### src/rtl/seq_alu_core.sv
// Handshaked W-bit ALU: add, sign/magnitude subtract, average (single cycle)
// and an iterative shift-add multiply that takes W cycles.
module seq_alu_core #(
    parameter int W = 4
) (
    input  logic           CLK,
    input  logic           RST_N,
    input  logic           IN_VALID,
    output logic           IN_READY,
    input  logic [W-1:0]   A,
    input  logic [W-1:0]   B,
    input  logic [1:0]     OP,
    output logic           OUT_VALID,
    input  logic           OUT_READY,
    output logic [2*W-1:0] Y,
    output logic           ZERO
);

    localparam int CW = $clog2(W + 1);

    typedef enum logic [1:0] {S_IDLE, S_MUL, S_DONE} state_t;

    state_t         state_q, state_d;
    logic [2*W-1:0] acc_q, acc_d;
    logic [W-1:0]   mcand_q, mcand_d;
    logic [W-1:0]   mplier_q, mplier_d;
    logic [CW-1:0]  cnt_q, cnt_d;
    logic [2*W-1:0] y_q, y_d;
    logic           zero_q, zero_d;
    logic           vld_q, vld_d;

    logic           accept;
    logic [W:0]     step_sum;
    logic [2*W-1:0] acc_step;
    logic [2*W-1:0] alu_res;

    function automatic logic [2*W-1:0] alu_result(
        input logic [1:0]   op,
        input logic [W-1:0] a,
        input logic [W-1:0] b
    );
        logic [W:0]   sum;
        logic         sign;
        logic [W-1:0] mag;
        sum  = {1'b0, a} + {1'b0, b};
        sign = (a < b);
        mag  = sign ? (b - a) : (a - b);
        case (op)
            2'b00:   alu_result = {{(W-1){1'b0}}, sum};
            2'b01:   alu_result = {{(W-1){1'b0}}, sign, mag};
            default: alu_result = {{W{1'b0}}, sum[W:1]};
        endcase
    endfunction

    assign IN_READY  = (state_q == S_IDLE) || ((state_q == S_DONE) && OUT_READY);
    assign accept    = IN_VALID && IN_READY;
    assign alu_res   = alu_result(OP, A, B);

    // Upper half accumulates the multiplicand; the W+1-bit sum keeps the carry
    // that the right shift then moves into the top bit.
    assign step_sum  = {1'b0, acc_q[2*W-1:W]} + {1'b0, (mplier_q[0] ? mcand_q : {W{1'b0}})};
    assign acc_step  = {step_sum, acc_q[W-1:1]};

    always_comb begin
        state_d  = state_q;
        acc_d    = acc_q;
        mcand_d  = mcand_q;
        mplier_d = mplier_q;
        cnt_d    = cnt_q;
        y_d      = y_q;
        zero_d   = zero_q;
        vld_d    = vld_q;

        case (state_q)
            S_MUL: begin
                acc_d    = acc_step;
                mplier_d = mplier_q >> 1;
                cnt_d    = cnt_q + 1'b1;
                if (cnt_q == CW'(W - 1)) begin
                    y_d     = acc_step;
                    zero_d  = (acc_step == '0);
                    vld_d   = 1'b1;
                    state_d = S_DONE;
                end
            end
            S_DONE: begin
                if (OUT_READY) begin
                    vld_d   = 1'b0;
                    state_d = S_IDLE;
                end
            end
            default: ;
        endcase

        // An accept in DONE overrides the drain so a new op starts on the same edge.
        if (accept) begin
            if (OP == 2'b10) begin
                acc_d    = '0;
                mcand_d  = A;
                mplier_d = B;
                cnt_d    = '0;
                vld_d    = 1'b0;
                state_d  = S_MUL;
            end else begin
                y_d      = alu_res;
                zero_d   = (alu_res == '0);
                vld_d    = 1'b1;
                state_d  = S_DONE;
            end
        end
    end

    always_ff @(posedge CLK or negedge RST_N) begin
        if (!RST_N) begin
            state_q  <= S_IDLE;
            acc_q    <= '0;
            mcand_q  <= '0;
            mplier_q <= '0;
            cnt_q    <= '0;
            y_q      <= '0;
            zero_q   <= 1'b0;
            vld_q    <= 1'b0;
        end else begin
            state_q  <= state_d;
            acc_q    <= acc_d;
            mcand_q  <= mcand_d;
            mplier_q <= mplier_d;
            cnt_q    <= cnt_d;
            y_q      <= y_d;
            zero_q   <= zero_d;
            vld_q    <= vld_d;
        end
    end

    assign Y         = y_q;
    assign ZERO      = zero_q;
    assign OUT_VALID = vld_q;

endmodule
### config.mk
export PLATFORM = sky130hd
export DESIGN_NAME = seq_alu_core
export DESIGN_NICKNAME = d
export VERILOG_FILES = /design/src/rtl/seq_alu_core.sv
export SDC_FILE = /design/constraint.sdc
export NUM_CORES = 1
export LEC_CHECK = 0
export ABC_AREA = 1
export CELL_PAD_IN_SITES_DETAIL_PLACEMENT = 2
export CELL_PAD_IN_SITES_GLOBAL_PLACEMENT = 2
export CORE_ASPECT_RATIO = 1.1
export CORE_UTILIZATION = 29
export CTS_CLUSTER_DIAMETER = 30
export DETAILED_ROUTE_END_ITERATION = 8
export PLACE_DENSITY_LB_ADDON = 0.1
export SKIP_CTS_REPAIR_TIMING = 1
export SLEW_MARGIN = 10
export SYNTH_ARGS = -nofsm -noshare
export SYNTH_HDL_FRONTEND = slang
export SYNTH_SLANG_ARGS = --single-unit
### constraint.sdc
create_clock -name CLK -period 3 [get_ports CLK]
set_input_delay 0.6 -clock CLK [delete_from_list [all_inputs] [get_ports CLK]]
set_output_delay 0.6 -clock CLK [all_outputs]
set_load 0.02 [all_outputs]
==> qor.yml, run 1 <==
arrival_ps: 2020
dp_hpwl_um: 4860
track_usage_pct: 17.7
die_area_mm2: 0.00750
overflow: 0
wl_per_cell_um: 15.6
ys.flop_type: "dfrtp_1"
setup_viol: 0
tightest_slew_ps: 577
grt_setup_unrepaired: "no"
tns_ps: 0
routed_wl_um: 5930
cap_violations: 0
synth-async-reset-ratio_pct: 100
finalNonFillerCells: 380
worst_skew_pair.late_latency_ps: 290
timing.fmax_mhz: 382
pwr-share-comb_pct: 48.0
end_kind: "primary output"
ys_warn_count: 0
cts_tree: "done"
placed_cell_area_mm2: 0.00241
num_io_pins: 25
firstDrtPassIters: 4
drtIter0Drc: 48
core_mm2: 0.00697
peakVddDrop_v: 0.000310
htreeDepth: 2
leakagePower_uw: 0.00128
p_per_area_mw_per_mm2: 756
syn_area_per_cell_um2: 7.87
grt_pass1_vias: 2032
rows: 32
clkTransAtPathRegs_ps: 60
hold_path.class: "reg2reg"
synth_area_mm2: 0.00208
dp.cells: 372
nets: 329
area_growth_pct: 20.2
slew_headroom_pct: 61.5
swShare_pct: 42.1
cpPeakStageDelay_ps: 630
layout-drive-gt1-share_pct: 12.9
synthesis.nets: 299
outcome: "finished clean"
die_h_um: 90.8
antenna_left: 0
diodes: 0
drv_slew: 0
crit_type: "in2out"
post_drt_via_cell_ratio: 4.85
grt_pass1_wl_um: 9840
place_congestion: 0.758
antenna_found_initial: 0
cts_root_buffer: "clkbuf_8"
min_period_over_period_pct: 87.2
crit_chain: "clkdlybuf4s50_1 > inv_1 > nand2_2 > inv_1 > nor2_1 > clkdlybuf4s50_1"
skew_ps: 10.7
drcViolationCount: 0
worstRegToRegCells: 11
cts_buffers: 5
io_buffers: 24
cp_slowest_cell: "clkdlybuf4s50_1"
yosysSeqAreaShare_pct: 34.9
grt_start_max_net_pins: 30
clock_sinks: 29
hold_violations: 0
vias: 1843
die_x_um: 82.7
period_minus_slack_ps: 2620
clockBufferDepth: 2
worstPathRequired_ps: 2400
power_uw: 1890
synth_edf_count: 0
design_area_mm2: 0.00250
final_core_util_pct: 35.8
ys_seq_elements: 29
p_int_uw: 1090
p_sw_uw: 795
startpoint_type: "primary input"
syn-instance-count: 264
synth_cell_types: 37
cp_max_fo: 2
pwr-share-seq_pct: 35.5
power_frac_clock_pct: 16.5
start_util_pct: 29.8
min_path_cells: 2
## sequential cells by signal, summed over array words and instances, names as in the netlist
register	flops
Y	8
acc_q	7
mcand_q	4
mplier_q	4
cnt_q	3
state_q	2
ZERO	1
## cells in the mapped netlist, types with 3 or more instances
| cell type | count | share of area, % |
|---|---|---|
| dfrtp_1 | 29 | 35 |
| nand2_1 | 63 | 11 |
| nand3_1 | 25 | 6.0 |
| inv_1 | 29 | 5.2 |
| fa_1 | 4 | 3.9 |
| o21ai_1 | 5 | 1.2 |
| a211oi_1 | 4 | 1.4 |
| nor2_2 | 3 | 0.90 |
| nor2_1 | 20 | 3.6 |
| o21ai_0 | 9 | 2.2 |
| a21oi_1 | 9 | 2.2 |
| o21ai_2 | 6 | 2.5 |
| inv_2 | 11 | 2.0 |
| o211ai_1 | 4 | 1.4 |
| ha_1 | 17 | 10 |
## stage by stage
| step | setup slack (ps) | hold slack, ps |
|---|---|---|
| global placement | 271 | 473 |
| finish | 384 | 489 |
| detailed placement | 226 | 478 |
| global route | 304 | 520 |
| floorplan | 1030 | 304 |
| CTS | 364 | 493 |
## path summary, 6_finish.rpt
kind                                     endpoint                   start  slack, ps
max                                      IN_READY               OUT_READY        380
min                        mcand_q[0]$_DFFE_PN0P_  mcand_q[0]$_DFFE_PN0P_        490
max reg2reg                        ZERO$_DFF_PN0_   mplier_q[0]$_DFF_PN0_       1010
min reg2reg                mcand_q[0]$_DFFE_PN0P_  mcand_q[0]$_DFFE_PN0P_        490
max in group asynchronous      acc_q[5]$_DFF_PN0_                   RST_N       2000
min in group asynchronous      acc_q[4]$_DFF_PN0_                   RST_N        710
## placed cells by master (no fill, tap or decap), types with 5 or more instances in the layout
| cell | Yosys | final |
|---|---|---|
| a21oi_1 | 9 | 9 |
| clkbuf_8 | 0 | 5 |
| clkdlybuf4s50_1 | 0 | 24 |
| dfrtp_1 | 29 | 29 |
| ha_1 | 17 | 17 |
| inv_1 | 29 | 29 |
| inv_2 | 11 | 11 |
| nand2_1 | 63 | 63 |
| nand3_1 | 25 | 25 |
| nor2_1 | 20 | 20 |
| o21ai_0 | 9 | 9 |
| o21ai_1 | 5 | 5 |
| o21ai_2 | 6 | 6 |
## per-layer routing
metal	GRT usage [%]	vias up	wire (um)
li1	-	910	-
met1	21.3	903	2670
met2	31.8	20	3080
met3	2.12	10	99
met4	5.32	0	83
met5	0	-	0
## cell families (layout without fill, tap and decap cells)
logic type,after synthesis,after routing,share of synthesized area (%)
AND/OR/NAND/NOR,121,121,26.3
XOR/XNOR,3,3,1.27
flip-flops,29,29,34.9
buffers and inverters,46,77,9.22
adder cells (fa/ha/maj),21,21,14.1
AO/OA/AOI/OAI,43,43,13.7
multiplexers,1,1,0.482
## power by group through the flow
| stage | sequential, uW | clock [uW] | combinational (uW) |
|---|---|---|---|
| finish | 670 | 312 | 907 |
| global route | 695 | 339 | 1020 |
| CTS | 674 | 329 | 931 |
| detailed placement | 679 | 0 | 925 |
| global placement | 673 | 0 | 893 |
| floorplan | 705 | 0 | 564 |
## critical path, delay by kind of cell
kind	cells	cell delay, ps
and+or+nand+nor	2	210
buffers and inverters	4	1200
## final cells by class
cell class,instances,area [um^2]
tap,85,106
clock inverter,2,10.0
multi-input combinational,189,1160
clock buffer,6,72.6
sequential,29,726
fill,842,4470
timing repair buffer,27,263
inverter,42,160
Power figures use the tool's default switching activity.
==> inputs of run 2 (changes only) <==
--- a/config.mk
+++ b/config.mk
@@ -12,6 +12,7 @@
 export CORE_UTILIZATION = 29
 export CTS_CLUSTER_DIAMETER = 30
 export DETAILED_ROUTE_END_ITERATION = 8
+export DONT_BUFFER_PORTS = 1
 export PLACE_DENSITY_LB_ADDON = 0.1
 export SKIP_CTS_REPAIR_TIMING = 1
 export SLEW_MARGIN = 10
==> qor.yml, run 2 (synthesized netlist as in run 1, its figures left out) <==
start_util_pct: 29.8  # unchanged
io_buffers: 0  # -100%
cp_max_fo: 5  # +3
power_frac_clock_pct: 19.8  # +3.3 points
drtIter0Drc: 29  # -40%
post_drt_via_cell_ratio: 4.91  # +1.2%
dp_hpwl_um: 4610  # -5.3%
regToRegSetupSlack_ps: 1000  # about the same
slew_headroom_pct: 71.3  # +9.8 points
htreeDepth: 2  # unchanged
die_area_mm2: 0.00750  # unchanged
clock_sinks: 29  # unchanged
overflow: 0  # unchanged
min_period_over_period_pct: 66.6  # -21 points
p_int_uw: 1040  # -5.1%
timing.fmax_mhz: 501  # +31%
end_kind: "flop"
antenna_left: 0  # unchanged
tightest_slew_ps: 430  # -148 ps
rows: 32  # unchanged
swShare_pct: 42.3  # +0.17 points
tns_ps: 0  # unchanged
largest_register_ff_count: 8  # unchanged
power_uw: 1800  # -4.8%
regToRegStartpoint: "mplier_q[0]$_DFF_PN0_"
peakVddDrop_v: 0.000276  # -11%
worstPathRequired_ps: 3220  # +820 ps
layout_common_cells: "nand2_1 (63), dfrtp_1 (29), inv_1 (29)"
final_common_cell: "nand2_1"
setup_viol: 0  # unchanged
track_usage_pct: 17.2  # -0.49 points
grt_pass1_vias: 1934  # -4.8%
worstRegToRegCells: 11  # unchanged
wl_per_cell_um: 16.0  # +2.8%
p_per_area_mw_per_mm2: 788  # +4.2%
hold_path.class: "in2async"
nets: 304  # -7.6%
arrival_ps: 2220  # +200 ps
hold_violations: 0  # unchanged
grt_pass1_wl_um: 9480  # -3.6%
final_core_util_pct: 32.7  # -3.1 points
nFillCells: 851  # +1.1%
crit_type: "reg2reg"
clkTransAtPathRegs_ps: 60  # about the same
drcViolationCount: 0  # unchanged
startpoint_type: "flop"
cap_violations: 0  # unchanged
cts_tree: "done"
period_minus_slack_ps: 2000  # -618 ps
worst_skew_pair.late_latency_ps: 280  # about the same
place_congestion: 0.744  # -1.9%
die_h_um: 90.8  # unchanged
cts_root_buffer: "clkbuf_8"
area_growth_pct: 9.82
leakagePower_uw: 0.00119  # -6.5%
grt_setup_unrepaired: "no"
diodes: 0  # unchanged
outcome: "finished clean"
p_sw_uw: 760  # -4.4%
core_mm2: 0.00697  # unchanged
die_x_um: 82.7  # unchanged
rr_endpoint: "ZERO$_DFF_PN0_"
skew_ps: 2.84  # -7.83 ps
drv_slew: 0  # unchanged
num_io_pins: 25  # unchanged
cts_buffers: 5  # unchanged
firstDrtPassIters: 4  # unchanged
antenna_found_initial: 0  # unchanged
clockBufferDepth: 2  # unchanged
vias: 1743  # -5.4%
routed_wl_um: 5700  # -3.9%
pwr-share-comb_pct: 39.3  # -8.7 points
pwr-share-seq_pct: 40.9  # +5.4 points
grt_start_max_net_pins: 30  # unchanged
layout-drive-gt1-share_pct: 14.1  # +1.2 points
run 2: layer usage:
metal	vias to the layer above	GRT usage (%)	part of all wire, %
li1	859	-	-
met1	854	21.1	44
met2	20	29.3	52
met3	10	2.42	1.9
met4	0	7.18	2.4
met5	-	0	0
run 2: critical path, stage by stage (launching register included):
cell     delay (ps)
dfrtp_1         420
nand2_1          80
inv_1            40
ha_1            200
fa_1            410
xnor2_1         220
nand3_1         130
nor2_1          110
nand3_1          80
nand2_1         110
nand2_1          60
nand2_1          60
run 2: worst max-delay path by stage:
stage / slack (ps) / endpoint / cells after the start / startpoint
detailed placement: 720 / Y[3]$_DFF_PN0_ / 12 / A[0]
global route: 820 / ZERO$_DFF_PN0_ / 11 / mplier_q[0]$_DFF_PN0_
global placement: 740 / Y[3]$_DFF_PN0_ / 12 / A[0]
floorplan: 1030 / Y[2]$_DFF_PN0_ / 12 / A[0]
finish: 1000 / ZERO$_DFF_PN0_ / 11 / mplier_q[0]$_DFF_PN0_
CTS: 960 / ZERO$_DFF_PN0_ / 11 / mplier_q[0]$_DFF_PN0_
run 2: power groups by stage:
stage / clock (uW) / combinational (uW) / sequential (uW)
4_1_cts: 373 / 717 / 741
3_3_place_gp: 0 / 700 / 742
5_1_grt: 385 / 825 / 761
6_report: 356 / 706 / 735
2_1_floorplan: 0 / 564 / 705
3_5_place_dp: 0 / 709 / 747
run 2: per-stage QoR:
stage	worst slack, ps	instances	hold slack (ps)	instance area (um^2)
5_1_grt	821	355	133	2280
6_report	1000	355	132	2280
3_3_place_gp	736	346	306	2160
2_1_floorplan	1030	264	304	2080
4_1_cts	957	354	-4.54	2260
3_5_place_dp	717	346	306	2160
run 2: final cells by class:
class                      count  area (um^2)  area share [%]
inverter                      42          160            7.02
clock buffer                   7         96.3            4.22
multi-input combinational    189         1160            50.9
clock inverter                 1         5.00           0.219
tap                           85          106            4.66
sequential                    29          726            31.8
timing repair buffer           2         27.5            1.21
